### src/rtl/sort_iter_ctrl_if.sv
// Handshake bundle between the bitonic sequencer, the host
// start/done side and the compare-exchange datapath.
interface sort_iter_ctrl_if #(
    parameter int KW = 4,
    parameter int SW = 6
);
    logic          start;
    logic          abort;
    logic          busy;
    logic          done;
    logic          load_en;
    logic          stage_valid;
    logic          stage_ready;
    logic [KW-1:0] stage_k;
    logic [KW-1:0] stage_j;
    logic          stage_dir;
    logic          stage_last;
    logic          stage_ack;
    logic [SW-1:0] stage_idx;

    modport master (
        input  start,
        input  abort,
        input  stage_ready,
        input  stage_ack,
        output busy,
        output done,
        output load_en,
        output stage_valid,
        output stage_k,
        output stage_j,
        output stage_dir,
        output stage_last,
        output stage_idx
    );

    modport slave (
        output start,
        output abort,
        output stage_ready,
        output stage_ack,
        input  busy,
        input  done,
        input  load_en,
        input  stage_valid,
        input  stage_k,
        input  stage_j,
        input  stage_dir,
        input  stage_last,
        input  stage_idx
    );
endinterface

### src/rtl/sort_iter_ctrl.sv
// Bitonic schedule sequencer: walks (k, j) over every
// compare-exchange pass and hands each one to the datapath.
module sort_iter_ctrl #(
    parameter int DATA_CNT  = 1024,
    parameter int LOG_CNT   = 10,
    parameter     COM_STYLE = "UP",
    parameter int KW        = 4,
    parameter int SW        = 6
) (
    input  logic       clk,
    input  logic       rst_n,
    sort_iter_ctrl_if.master bus
);

    if (DATA_CNT != (1 << LOG_CNT)) begin : g_bad_cnt
        $error("DATA_CNT must equal 2**LOG_CNT");
    end

    localparam logic [KW-1:0] K_MAX = KW'(LOG_CNT);
    localparam logic [KW-1:0] K_ONE = KW'(1);
    localparam logic          DIR   = (COM_STYLE == "UP");

    typedef enum logic [2:0] {
        S_IDLE,
        S_LOAD,
        S_ISSUE,
        S_WAIT,
        S_DONE
    } state_t;

    state_t        state;
    logic          busy_q;
    logic          done_q;
    logic          load_q;
    logic          valid_q;
    logic          last_q;
    logic [KW-1:0] k_q;
    logic [KW-1:0] j_q;
    logic [SW-1:0] idx_q;

    always_ff @(posedge clk or negedge rst_n) begin
        if (!rst_n) begin
            state   <= S_IDLE;
            busy_q  <= 1'b0;
            done_q  <= 1'b0;
            load_q  <= 1'b0;
            valid_q <= 1'b0;
            last_q  <= 1'b0;
            k_q     <= K_ONE;
            j_q     <= '0;
            idx_q   <= '0;
        end else begin
            load_q <= 1'b0;
            done_q <= 1'b0;
            // abort outranks every handshake once a sort is running
            if (bus.abort && state != S_IDLE) begin
                state   <= S_IDLE;
                busy_q  <= 1'b0;
                valid_q <= 1'b0;
            end else begin
                unique case (state)
                    S_IDLE: begin
                        if (bus.start && !bus.abort) begin
                            state  <= S_LOAD;
                            busy_q <= 1'b1;
                            load_q <= 1'b1;
                            k_q    <= K_ONE;
                            j_q    <= '0;
                            idx_q  <= '0;
                            last_q <= (K_MAX == K_ONE);
                        end
                    end
                    S_LOAD: begin
                        state   <= S_ISSUE;
                        valid_q <= 1'b1;
                    end
                    S_ISSUE: begin
                        if (bus.stage_ready) begin
                            state   <= S_WAIT;
                            valid_q <= 1'b0;
                        end
                    end
                    S_WAIT: begin
                        if (bus.stage_ack) begin
                            if (j_q != '0) begin
                                state   <= S_ISSUE;
                                valid_q <= 1'b1;
                                j_q     <= j_q - K_ONE;
                                idx_q   <= idx_q + SW'(1);
                                last_q  <= (k_q == K_MAX)
                                        && (j_q == K_ONE);
                            end else if (k_q != K_MAX) begin
                                // new block: j restarts at new_k-1 = old k
                                state   <= S_ISSUE;
                                valid_q <= 1'b1;
                                k_q     <= k_q + K_ONE;
                                j_q     <= k_q;
                                idx_q   <= idx_q + SW'(1);
                                last_q  <= 1'b0;
                            end else begin
                                state  <= S_DONE;
                                done_q <= 1'b1;
                            end
                        end
                    end
                    S_DONE: begin
                        state  <= S_IDLE;
                        busy_q <= 1'b0;
                    end
                endcase
            end
        end
    end

    assign bus.busy        = busy_q;
    assign bus.done        = done_q;
    assign bus.load_en     = load_q;
    assign bus.stage_valid = valid_q;
    assign bus.stage_k     = k_q;
    assign bus.stage_j     = j_q;
    assign bus.stage_dir   = DIR;
    assign bus.stage_last  = last_q;
    assign bus.stage_idx   = idx_q;

endmodule
### src/flat_wrapper.sv
// flat-port wrapper written by rule: the top's interface ports become plain ports
module sort_iter_ctrl_flat 
#(
    parameter int DATA_CNT  = 1024,
    parameter int LOG_CNT   = 10,
    parameter     COM_STYLE = "  ",
    parameter int KW        = 4,
    parameter int SW        = 6
)
  (clk, rst_n, bus_start, bus_abort, bus_stage_ready, bus_stage_ack, bus_busy, bus_done, bus_load_en, bus_stage_valid, bus_stage_k, bus_stage_j, bus_stage_dir, bus_stage_last, bus_stage_idx);
  sort_iter_ctrl_if #(.KW(KW), .SW(SW)) bus_i ();
  input  logic clk;
  input  logic rst_n;
  input wire logic [$bits(bus_i.start)-1:0] bus_start;
  input wire logic [$bits(bus_i.abort)-1:0] bus_abort;
  input wire logic [$bits(bus_i.stage_ready)-1:0] bus_stage_ready;
  input wire logic [$bits(bus_i.stage_ack)-1:0] bus_stage_ack;
  output wire logic [$bits(bus_i.busy)-1:0] bus_busy;
  output wire logic [$bits(bus_i.done)-1:0] bus_done;
  output wire logic [$bits(bus_i.load_en)-1:0] bus_load_en;
  output wire logic [$bits(bus_i.stage_valid)-1:0] bus_stage_valid;
  output wire logic [$bits(bus_i.stage_k)-1:0] bus_stage_k;
  output wire logic [$bits(bus_i.stage_j)-1:0] bus_stage_j;
  output wire logic [$bits(bus_i.stage_dir)-1:0] bus_stage_dir;
  output wire logic [$bits(bus_i.stage_last)-1:0] bus_stage_last;
  output wire logic [$bits(bus_i.stage_idx)-1:0] bus_stage_idx;
  assign bus_i.start = bus_start;
  assign bus_i.abort = bus_abort;
  assign bus_i.stage_ready = bus_stage_ready;
  assign bus_i.stage_ack = bus_stage_ack;
  assign bus_busy = bus_i.busy;
  assign bus_done = bus_i.done;
  assign bus_load_en = bus_i.load_en;
  assign bus_stage_valid = bus_i.stage_valid;
  assign bus_stage_k = bus_i.stage_k;
  assign bus_stage_j = bus_i.stage_j;
  assign bus_stage_dir = bus_i.stage_dir;
  assign bus_stage_last = bus_i.stage_last;
  assign bus_stage_idx = bus_i.stage_idx;
  sort_iter_ctrl #(.DATA_CNT(DATA_CNT), .LOG_CNT(LOG_CNT), .COM_STYLE(COM_STYLE), .KW(KW), .SW(SW)) u_core (.clk(clk), .rst_n(rst_n), .bus(bus_i));
endmodule
### config.mk
export PLATFORM = sky130hd
export DESIGN_NAME = sort_iter_ctrl_flat
export DESIGN_NICKNAME = d
export VERILOG_FILES = /design/src/rtl/sort_iter_ctrl_if.sv /design/src/rtl/sort_iter_ctrl.sv /design/src/flat_wrapper.sv
export SDC_FILE = /design/constraint.sdc
export NUM_CORES = 1
export LEC_CHECK = 0
export ABC_AREA = 1
export BUFFER_PORTS_ARGS = -buffer_cell sky130_fd_sc_hd__buf_2
export CORE_UTILIZATION = 35
export CTS_BUF_LIST = sky130_fd_sc_hd__clkbuf_16
export CTS_CLUSTER_DIAMETER = 80
export CTS_CLUSTER_SIZE = 20
export DETAILED_ROUTE_END_ITERATION = 8
export GPL_TIMING_DRIVEN = 1
export PLACE_DENSITY = 0.67
export SLEW_MARGIN = 20
export SYNTH_ARGS = -nofsm -noshare
export SYNTH_HDL_FRONTEND = slang
export SYNTH_SLANG_ARGS = --single-unit
### constraint.sdc
create_clock -name clk -period 1.7 [get_ports clk]
set_input_delay 0.34 -clock clk [delete_from_list [all_inputs] [get_ports clk]]
set_output_delay 0.34 -clock clk [all_outputs]
set_load 0.01 [all_outputs]
# == Word-level counts from Yosys, hierarchy flattened ==
# Index checks and enable logic that the tools add are counted.
# totals
regBits,22
latchBits,0
ram_bits,0
rom_bits,0
out_inout_bits,20
word_cells,88
mem_count,0
# classes
n_addsub,3
n_mul,0
div,0
n_lt_le_gt_ge,0
eq_ne,16
shift,0
muxes,44
bitwise,1
n_reduce_logical,15
# ops
operator,n
4-bit two-way mux,8
6-bit two-way mux,4
1-bit two-way mux,19
3-bit two-way mux,6
4-bit one-hot mux with 2 select lines,2
3-bit one-hot mux with 5 select lines,1
6-bit one-hot mux with 2 select lines,1
4-bit nonzero test,2
"6-bit by 1-bit adder with 6-bit output, second input constant",1
"3-bit by 2-bit equality test with 1-bit output, second input constant",2
"3-bit by 1-bit inequality test with 1-bit output, second input constant",2
"3-bit by 2-bit inequality test with 1-bit output, second input constant",2
6-bit AND reduction,1
3-bit nonzero test,2
5-bit AND reduction,1
"4-bit by 1-bit adder with 4-bit output, second input constant",1
"4-bit by 1-bit equality test with 1-bit output, second input constant",1
"4-bit equality test, second input constant",1
"2-bit by 1-bit inequality test with 1-bit output, second input constant",2
"2-bit inequality test, second input constant",2
"4-bit by 1-bit inequality test with 1-bit output, second input constant",1
"4-bit inequality test, second input constant",1
1-bit one-hot mux with 2 select lines,2
4-bit AND reduction,1
11 further kinds,13

# == Logic depth before layout (Yosys ltp) ==
# Gate-level depths: netlist of run 1.
# depth
word_depth,6
mapped_depth,9
mapped_depth_nobuf,9

# == Worst setup path after synthesis of run 1 ==
# Ideal clock, no wire load.
# synth_path
kind,flip-flop to flip-flop
from,reg u_core.k_q[0] (netlist: u_core.bus.stage_k[0])
to,reg u_core.k_q[1] (netlist: u_core.bus.stage_k[1])
setup_ns,0.117
arrival_time_ns,1.450
path_slack_ns,0.133
path_stages_with_launch,9
n_path_buf,0
synth_period_minus_slack_ns,1.567
path_cell_list,dfstp_2 inv_1 ha_1 nand3_1 inv_1 o21ai_1 nand2_1 nand2_1 nand2_1
# synth_between
elab_chain_len,5
word_cells_on_any_way,8
# synth_lines
element,line_no,rtl
"start, declared",sort_iter_ctrl.sv:37,logic [KW-1:0] k_q;
"start signal, assigned",sort_iter_ctrl.sv:96,k_q <= k_q + K_ONE;
4-bit by 1-bit adder with 4-bit output,sort_iter_ctrl.sv:96,
4-bit two-way mux,sort_iter_ctrl.sv:92,end else if (k_q != K_MAX) begin
4-bit two-way mux,sort_iter_ctrl.sv:85,if (j_q != '0) begin
4-bit two-way mux,sort_iter_ctrl.sv:84,if (bus.stage_ack) begin
4-bit one-hot mux with 2 select lines,sort_iter_ctrl.sv:61,unique case (state)
# Parallel ways exist; a longest one is shown, timed or not. The select of a mux whose other input is x is not followed.
# A chain may end at the register's enable or synchronous reset.

# == Worst setup path after layout of run 1 ==
# layout_path
from,reg u_core.k_q[0] (netlist: u_core.bus.stage_k[0])
to,reg u_core.idx_q[1] (netlist: u_core.bus.stage_idx[1])
# layout_between
elab_chain_len,3
# layout_lines
element,line_no,rtl
4-bit inequality test,sort_iter_ctrl.sv:92,
3-bit by 1-bit inequality test with 1-bit output (no source line),-,
5-bit AND reduction (no source line),-,
"end signal, assigned",sort_iter_ctrl.sv:89,idx_q <= idx_q + SW'(1);
"end signal, assigned",sort_iter_ctrl.sv:98,idx_q <= idx_q + SW'(1);
"end, declared",sort_iter_ctrl.sv:39,logic [SW-1:0] idx_q;
# No other way between the ends.

==> key figures, run 1 <==
Clock network
  • Root Driver: clkbuf_16
  • Post-CTS Setup Bufs: 0
  • CTS max path bufs: 2
  • TritonCTS clock tree: done
  • Clk pin slew, worst setup/hold paths: 0.06 ns
  • Clk_lat worst skew: 0.25 ns
  • Clk sinks: 22
  • CTS H-tree depth: 1
  • Total CTS buffers: 3

Setup path
  • Critical path arrival: 1.71 ns
  • Worst-path fanout max: 18
  • Crit-path most repeated cell: nand2_1
  • Critical path's top delay family: simple AND/OR/NAND/NOR gates
  • WS Path Type: reg -> reg
  • CP peak stage delay: 0.53 ns
  • FF-to-FF End: u_core.bus.stage_idx[1]
  • Setup crit end: u_core.bus.stage_idx[1]
  • Setup slack, reg-to-reg: 0.13 ns
  • WP data required: 1.84 ns
  • Depth of the most critical reg-to-reg path: 8
  • Crit path from: u_core.bus.stage_k[0]
  • WP buf/inv: 1
  • Slowest CP cell: dfstp_2
  • Critical R2R Launch: u_core.bus.stage_k[0]
  • CP Capture Type: flop
  • Worst-path cell chain: inv_1 -> ha_1 -> nand3_1 -> nor2_1 -> nand2_1 -> nand3_4 -> nand2_1 -> o21ai_2
  • Stages on the worst setup path: 8
  • Crit path launch type: flop

Power
  • P_leak: 0.937 nW
  • Overall power: 2.48 mW
  • PD cells: 1480 nW/µm²
  • Comb pwr share: 0.491
  • Maximum VDD drop: 652 µV
  • Internal cell power: 1.42 mW
  • Net Sw Frac: 0.430
  • Clock Power Share: 0.200
  • Sw power: 1.07 mW
  • Seq pwr share: 0.309

Routing
  • First drt pass iteration count: 4
  • DRC Markers: 0
  • Antenna Nets Post-Route: 0
  • Post-DR vias/cell: 4.79
  • WL/cell: 10.5 µm
  • Total wire length: 2820 µm
  • Vias: 1284
  • Iter 0 DRT Violations: 21

Layout
  • Fill count: 400
  • Nets: 233
  • # diodes: 0
  • Area growth from synthesis to layout: 21.1%
  • Multi-input gate area: 744 µm²
  • Reg area: 552 µm²
  • Finished Core Util: 0.451
  • Design area: 1680 µm²
  • Layout cells sized above 1: 0.241

Synthesis
  • Synth unique cells: 25
  • Synth Warn #: 0
  • Flops & latches, synth: 22
  • Mapped Cells: 189
  • Syn nets: 201
  • Seq/Total Area, Yosys: 0.399
  • Synth Cell Area: 1380 µm²
  • Syn Area/Cell: 7.32 µm²

Placed design
  • Final HPWL DP: 2110 µm
  • Placed inst area: 1590 µm²
  • IO buf count: 24
  • Place WS: 0.0706 ns
  • Routability Congestion: 0.817

Die
  • Initial core utilization: 0.372
  • Ports: 26
  • Core area: 3720 µm²
  • Rows: 22
  • Die Ht: 64.9 µm
  • Die width: 64.9 µm
  • Full die area: 4210 µm²

Global routing
  • Global route overflow: 0
  • Vias in the first global route: 1175
  • Largest net degree at the start of global routing: 23
  • First-pass GRT wire length: 5070 µm
  • GRT Resource Usage Total: 0.154
  • Antenna violations before repair: 0

Timing
  • Period minus WS final: 1.57 ns
  • Period utilisation layout: 0.924
  • Hold Vio Cnt, Final: 0
  • F_max: 637 MHz
  • Hold slack: 0.0433 ns
  • Final worst-path setup slack: 0.130 ns
  • Final Slew Violations: 0
  • Final setup vio count: 0
  • Max Clock Skew: 0.00451 ns

Status
  • Status: finished clean

Min path
  • Worst min path class: in -> async

Flow run
  • Max-cap check violation count: 0
[final cells by class]
cell class,instances,area share
clock buffer,3,0.0448
clock inverter,1,0.00224
inverter,20,0.0448
multi-input combinational,144,0.444
sequential,22,0.329
tap,48,0.0358
timing repair buffer,30,0.0986
[how the worst min path moves through the flow]
stage                         endpoint  depth (start not counted)  startpoint  slack [ns]
6_report       u_core.bus.stage_idx[5]                          1       rst_n        0.04
3_5_place_dp           u_core.bus.done                          1       rst_n        0.35
4_1_cts        u_core.bus.stage_idx[4]                          1       rst_n        0.07
5_1_grt        u_core.bus.stage_idx[5]                          1       rst_n        0.09
3_3_place_gp   u_core.bus.stage_idx[2]                          1       rst_n        0.34
2_1_floorplan          u_core.bus.busy                          0       rst_n        0.04
[metal layers]
layer  GRT usage  routed length [µm]  up-vias
li1            -                   -      661
met1       0.202                1330      596
met2       0.253                1350       22
met3      0.0229                  95        5
met4      0.0583                  40        0
met5           0                   0        -
[logic make-up (layout without fill, tap and decap cells)]
group	after synthesis	in the layout	share of synthesized area
fa+ha+maj	6	6	0.0542
other cells	1	1	0.00271
xor+xnor	4	4	0.0253
simple gates	114	114	0.363
flops	22	22	0.399
buf+inv	23	54	0.0714
compound gates	19	19	0.0850
[sequential cells by signal, indices dropped and copies added (netlist names)]
register                flops
u_core.bus.stage_k          4
u_core.bus.stage_last       1
u_core.state                3
u_core.bus.done             1
u_core.bus.stage_idx        6
u_core.bus.busy             1
u_core.bus.stage_valid      1
u_core.bus.stage_j          4
u_core.bus.load_en          1
[cell usage in the layout, fill, tap and decap left out, drive strengths merged]
cell type,instances
inv,20
dfrtp,21
xor2,3
o21ai,17
conb,1
nand4,2
dfstp,1
nand2,66
buf,30
xnor2,1
or2,2
a21oi,2
ha,6
clkinv,1
nor2,21
nand3,23
clkbuf,3
[cells in the mapped netlist]
cell | count | area, µm²
nand2_2 | 2 | 12.5
conb_1 | 1 | 3.75
inv_2 | 2 | 7.51
nand3_2 | 1 | 10.0
ha_1 | 6 | 75.1
buf_6 | 1 | 11.3
a21oi_1 | 2 | 10.0
nor2_1 | 19 | 71.3
dfstp_2 | 1 | 26.3
nand2_4 | 1 | 11.3
buf_4 | 1 | 7.51
o21ai_1 | 3 | 15.0
nand4_1 | 2 | 12.5
o21ai_2 | 6 | 52.6
inv_1 | 18 | 67.6
xnor2_1 | 1 | 8.76
buf_2 | 1 | 5.00
nand2_1 | 63 | 236
nand3_4 | 1 | 17.5
nor2_2 | 2 | 12.5
o21ai_0 | 8 | 40.0
xor2_1 | 3 | 26.3
or2_2 | 2 | 12.5
nand3_1 | 21 | 105
dfrtp_1 | 21 | 526
[what timing repair did]
action	in CTS	in global routing
hold buffers	0	0
hold endpoints to repair	0	0
setup endpoints to repair	0	10
resized for setup	0	3
[power groups by stage]
stage,Combinational (mW),Sequential (mW),Clock [mW]
floorplan,0.797,0.812,0
global placement,1.19,0.768,0
detailed placement,1.19,0.770,0
CTS,1.21,0.762,0.505
global route,1.42,0.789,0.534
finish,1.22,0.766,0.498
[per-stage QoR]
stage               instances  setup TNS [ns]
floorplan                 189               0
global placement          264               0
detailed placement        264               0
CTS                       268               0
global route              268        -0.00910
finish                    268               0
(Power assumes the default switching activity.)
==> run 2, diff against run 1 <==
Settings changed: CORE_MARGIN from default to 4.
==> key figures, run 2 (synthesis results as in run 1) <==
Routing
  • Iter 0 DRT Violations: 68
  • DRC Markers: 0
  • Antenna Nets Post-Route: 0
  • First drt pass iteration count: 4
  • WL/cell: 11.5 µm
  • Post-DR vias/cell: 4.68
  • Total wire length: 3090 µm
  • Vias: 1260

Timing
  • RSZ-0062 raised after global routing: no
  • Setup TNS: 0 ns
  • Final Slew Violations: 0
  • Final setup vio count: 0
  • Period minus WS final: 1.59 ns
  • Max Clock Skew: 0.00207 ns
  • Period utilisation layout: 0.938
  • Final worst-path setup slack: 0.106 ns
  • F_max: 627 MHz
  • Hold Vio Cnt, Final: 0

Die
  • Die width: 70.9 µm
  • Die Ht: 70.9 µm
  • Core area: 3740 µm²
  • Rows: 22
  • Initial core utilization: 0.370
  • Full die area: 5020 µm²
  • Ports: 26

Clock network
  • Clk pin slew, worst setup/hold paths: 0.06 ns
  • Clk_lat worst skew: 0.26 ns
  • Root Driver: clkbuf_16
  • Total CTS buffers: 3
  • TritonCTS clock tree: done
  • Clk sinks: 22
  • Hold-fix buffers at CTS: 0
  • CTS max path bufs: 2
  • Post-CTS Setup Bufs: 0
  • CTS H-tree depth: 1

Power
  • Maximum VDD drop: 703 µV
  • P_leak: 0.938 nW
  • PD cells: 1510 nW/µm²
  • Overall power: 2.55 mW

Global routing
  • Antenna violations before repair: 0
  • GRT Resource Usage Total: 0.131
  • Vias in the first global route: 1189
  • Largest net degree at the start of global routing: 23
  • First-pass GRT wire length: 5330 µm
  • Global route overflow: 0

Setup path
  • Worst-path cell chain: inv_1 -> ha_1 -> nand2_2 -> inv_1 -> buf_4 -> nand3_1 -> nand3_1 -> nand2_1 -> nand2_1
  • WS Path Type: reg -> reg
  • Critical path arrival: 1.74 ns
  • Critical path's top delay family: simple AND/OR/NAND/NOR gates
  • Slowest CP cell: dfrtp_1
  • Crit path launch type: flop
  • CP peak stage delay: 0.42 ns
  • CP Capture Type: flop
  • Worst-path fanout max: 7
  • WP data required: 1.84 ns
  • WP buf/inv: 3

Layout
  • Nets: 234
  • Layout cells sized above 1: 0.249
  • Most common cell after layout, fill and taps aside: nand2_1
  • Most frequent cells in the layout: nand2_1, buf_2, nand3_1, dfrtp_1
  • Largest register FFs: 6
  • Design area: 1690 µm²
  • Area growth from synthesis to layout: 22.1%
  • Finished Core Util: 0.451
  • Multi-input gate area: 758 µm²
  • Reg area: 552 µm²
  • # diodes: 0
  • Fill count: 415

Placed design
  • Final HPWL DP: 2260 µm
  • Routability Congestion: 0.816
  • IO buf count: 24
  • Place WS: 0.0487 ns
  • Placed inst area: 1590 µm²

Min path
  • Worst min path class: in -> async

Flow run
  • Max-cap check violation count: 0

Status
  • Status: finished clean
-- run 2: final timing paths --
check,from,to,slack [ns],cells after the start
min in group clk,bus_stage_ack,u_core.state[2],0.36,3
max reg2reg,u_core.bus.stage_j[0],u_core.bus.stage_valid,0.11,9
max in group asynchronous,rst_n,u_core.bus.stage_k[0],1.30,1
min reg2reg,u_core.bus.busy,u_core.bus.busy,0.47,2
min,rst_n,u_core.bus.stage_k[1],0.04,1
max,u_core.bus.stage_j[0],u_core.bus.stage_valid,0.11,9
-- run 2: layout make-up --
type                    instances  share of cell area
clock buffers                   3              0.0444
flip-flops and latches         22               0.327
well taps                      48              0.0356
inverters                      20              0.0444
repair buffers                 30              0.0978
clock inverters                 1             0.00222
multi-input cells             145               0.449
-- run 2: routing by layer --
metal,part of all wire,global-route usage,wire length [µm],up-vias
li1,-,-,-,665
met1,0.48,0.175,1480,561
met2,0.45,0.208,1390,29
met3,0.053,0.0185,164,5
met4,0.018,0.0626,57,0
met5,0,0,0,-
-- run 2: stage by stage --
step	instances	hold WS [ns]
after floorplan	189	0.0444
after global placement	264	0.340
after detailed placement	264	0.339
after CTS	268	0.0636
after global routing	269	0.0836
final	269	0.0428
-- run 2: repair_timing --
| action | CTS | global route |
|---|---|---|
| endpoints found under the hold margin | 0 | 0 |
| setup endpoints to repair | 0 | 13 |
| resized for setup | 0 | 4 |
-- run 2: where the power goes --
group,internal [mW],switching (mW)
Clock,0.314,0.186
Combinational,0.473,0.806
Sequential,0.648,0.127
-- run 2: worst register-to-register path: cells and delay by family, from the launching register on --
kind | cells | cell delay [ns]
buffers and inverters | 3 | 0.37
AND/OR/NAND/NOR | 5 | 0.48
flip-flops | 1 | 0.42
adder cells (fa/ha/maj) | 1 | 0.22
==> run 3, diff against run 2 <==
Settings changed: PLACE_DENSITY 0.67 to default, PLACE_DENSITY_LB_ADDON from default to 0.2.
==> key figures, run 3 (synthesis results as in run 1) <==
Setup path
  • Setup crit end: u_core.bus.stage_idx[2]
  • Worst-path fanout max: 18
  • Setup slack, reg-to-reg: 0.15 ns
  • Crit path launch type: flop
  • CP Capture Type: flop
  • CP peak stage delay: 0.53 ns
  • Crit-path most repeated cell: nand2_1
  • WP data required: 1.83 ns
  • Worst-path cell chain: inv_1 -> ha_1 -> nand3_1 -> nor2_1 -> nand2_1 -> nand3_4 -> nand2_1 -> o21ai_0
  • Critical R2R Launch: u_core.bus.stage_k[0]
  • Crit path from: u_core.bus.stage_k[0]
  • WS Path Type: reg -> reg
  • FF-to-FF End: u_core.bus.stage_idx[2]
  • Depth of the most critical reg-to-reg path: 8
  • Slowest CP cell: dfstp_2
  • Critical path arrival: 1.68 ns

Timing
  • F_max: 644 MHz
  • Final worst-path setup slack: 0.146 ns
  • Max Clock Skew: 0.00132 ns
  • Hold Vio Cnt, Final: 0
  • Period utilisation layout: 0.914
  • Setup TNS: 0 ns
  • Max transition margin: 0.660
  • Final setup vio count: 0
  • Period minus WS final: 1.55 ns
  • RSZ-0062 raised after global routing: no
  • Final Slew Violations: 0
  • Transition time at the pin with the least slew margin: 0.510 ns

Power
  • Seq pwr share: 0.280
  • Internal cell power: 1.62 mW
  • Maximum VDD drop: 806 µV
  • Comb pwr share: 0.479
  • Sw power: 1.10 mW
  • Clock Power Share: 0.240
  • PD cells: 1580 nW/µm²
  • Net Sw Frac: 0.404
  • P_leak: 0.959 nW

Layout
  • Area growth from synthesis to layout: 23.9%
  • Largest register FFs: 6
  • Fill count: 415
  • Nets: 235
  • # diodes: 0
  • Most frequent cells in the layout: nand2_1, buf_2, nand3_1, dfrtp_1, nor2_1
  • Layout cells sized above 1: 0.248
  • Final std cells w/o fill: 270
  • Most common cell after layout, fill and taps aside: nand2_1
  • Multi-input gate area: 742 µm²
  • Reg area: 552 µm²
  • Finished Core Util: 0.458

Die
  • Ports: 26
  • Die width: 70.9 µm
  • Initial core utilization: 0.370
  • Full die area: 5020 µm²
  • Die Ht: 70.9 µm
  • Rows: 22
  • Core area: 3740 µm²

Global routing
  • First-pass GRT wire length: 5260 µm
  • Vias in the first global route: 1149
  • Global route overflow: 0
  • GRT Resource Usage Total: 0.128
  • Largest net degree at the start of global routing: 23
  • Antenna violations before repair: 0

Routing
  • Total wire length: 2940 µm
  • WL/cell: 10.9 µm
  • Iter 0 DRT Violations: 22
  • Antenna Nets Post-Route: 0
  • Post-DR vias/cell: 4.61
  • Vias: 1244
  • First drt pass iteration count: 6
  • DRC Markers: 0

Clock network
  • Hold-fix buffers at CTS: 0
  • Clk pin slew, worst setup/hold paths: 0.06 ns
  • CTS H-tree depth: 1
  • Root Driver: clkbuf_16
  • Total CTS buffers: 3
  • Clk sinks: 22
  • CTS max path bufs: 2
  • Clk_lat worst skew: 0.25 ns
  • TritonCTS clock tree: done

Placed design
  • Place WS: 0.0771 ns
  • Routability Congestion: 0.836
  • Final HPWL DP: 2240 µm
  • Placed cell count: 266
  • IO buf count: 24

Min path
  • Worst min path class: in -> async

Status
  • Status: finished clean

Flow run
  • Max-cap check violation count: 0
run 3: cell count changes in the layout (fill, tap and decap cells not counted), sizes merged:
| cell | previous run | this run |
|---|---|---|
| buf | 30 | 32 |
| bufinv | 0 | 1 |
| clkinv | 1 | 0 |
| nand3 | 24 | 23 |
run 3: metrics by stage:
step	instance area (µm²)	power, mW	hold WS [ns]
floorplan	1380	1.61	0.0444
global placement	1600	2.05	0.343
detailed placement	1600	2.05	0.346
CTS	1710	2.72	0.0703
global route	1710	2.97	0.102
finish	1710	2.71	0.0538
run 3: power groups by stage:
stage	Combinational, mW	Clock (mW)	Sequential [mW]
after floorplan	0.797	0	0.812
after CTS	1.30	0.670	0.754
after detailed placement	1.29	0	0.762
after global placement	1.29	0	0.761
final	1.30	0.652	0.761
after global routing	1.49	0.692	0.783
run 3: how the worst min path moves through the flow:
stage               slack [ns]                endpoint  start  cells past startpoint
floorplan                 0.04         u_core.bus.busy  rst_n                      0
global placement          0.34         u_core.state[2]  rst_n                      1
detailed placement        0.35  u_core.bus.stage_valid  rst_n                      1
CTS                       0.07         u_core.bus.done  rst_n                      1
global route              0.10         u_core.bus.done  rst_n                      1
finish                    0.05         u_core.state[0]  rst_n                      1
run 3: final cells by class:
| class | count | area share |
|---|---|---|
| Timing Repair Buffer | 32 | 0.105 |
| Clock inverter | 1 | 0.0175 |
| Multi-Input combinational cell | 144 | 0.433 |
| Tap cell | 48 | 0.0350 |
| Inverter | 20 | 0.0438 |
| Clock buffer | 3 | 0.0438 |
| Sequential cell | 22 | 0.322 |
run 3: critical path: cells and delay by family (launching register included):
family	cells	cell delay (ns)
AOI/OAI and AO/OA	1	0.08
and+or+nand+nor	5	0.61
adders and majority gates	1	0.18
DFF	1	0.53
buffers and inverters	1	0.04
run 3: timing repair:
item / in CTS / in global routing
endpoints found under the hold margin: 0 / 0
buffers inserted: 0 / 0
setup endpoints to repair: 0 / 8
resized for setup: 0 / 2
run 3: routing by layer:
layer / up-vias / global-route usage / part of all wire
li1: 661 / - / -
met5: - / 0 / 0
met2: 29 / 0.198 / 0.46
met4: 0 / 0.0355 / 0.0078
met1: 552 / 0.179 / 0.48
met3: 2 / 0.0313 / 0.052
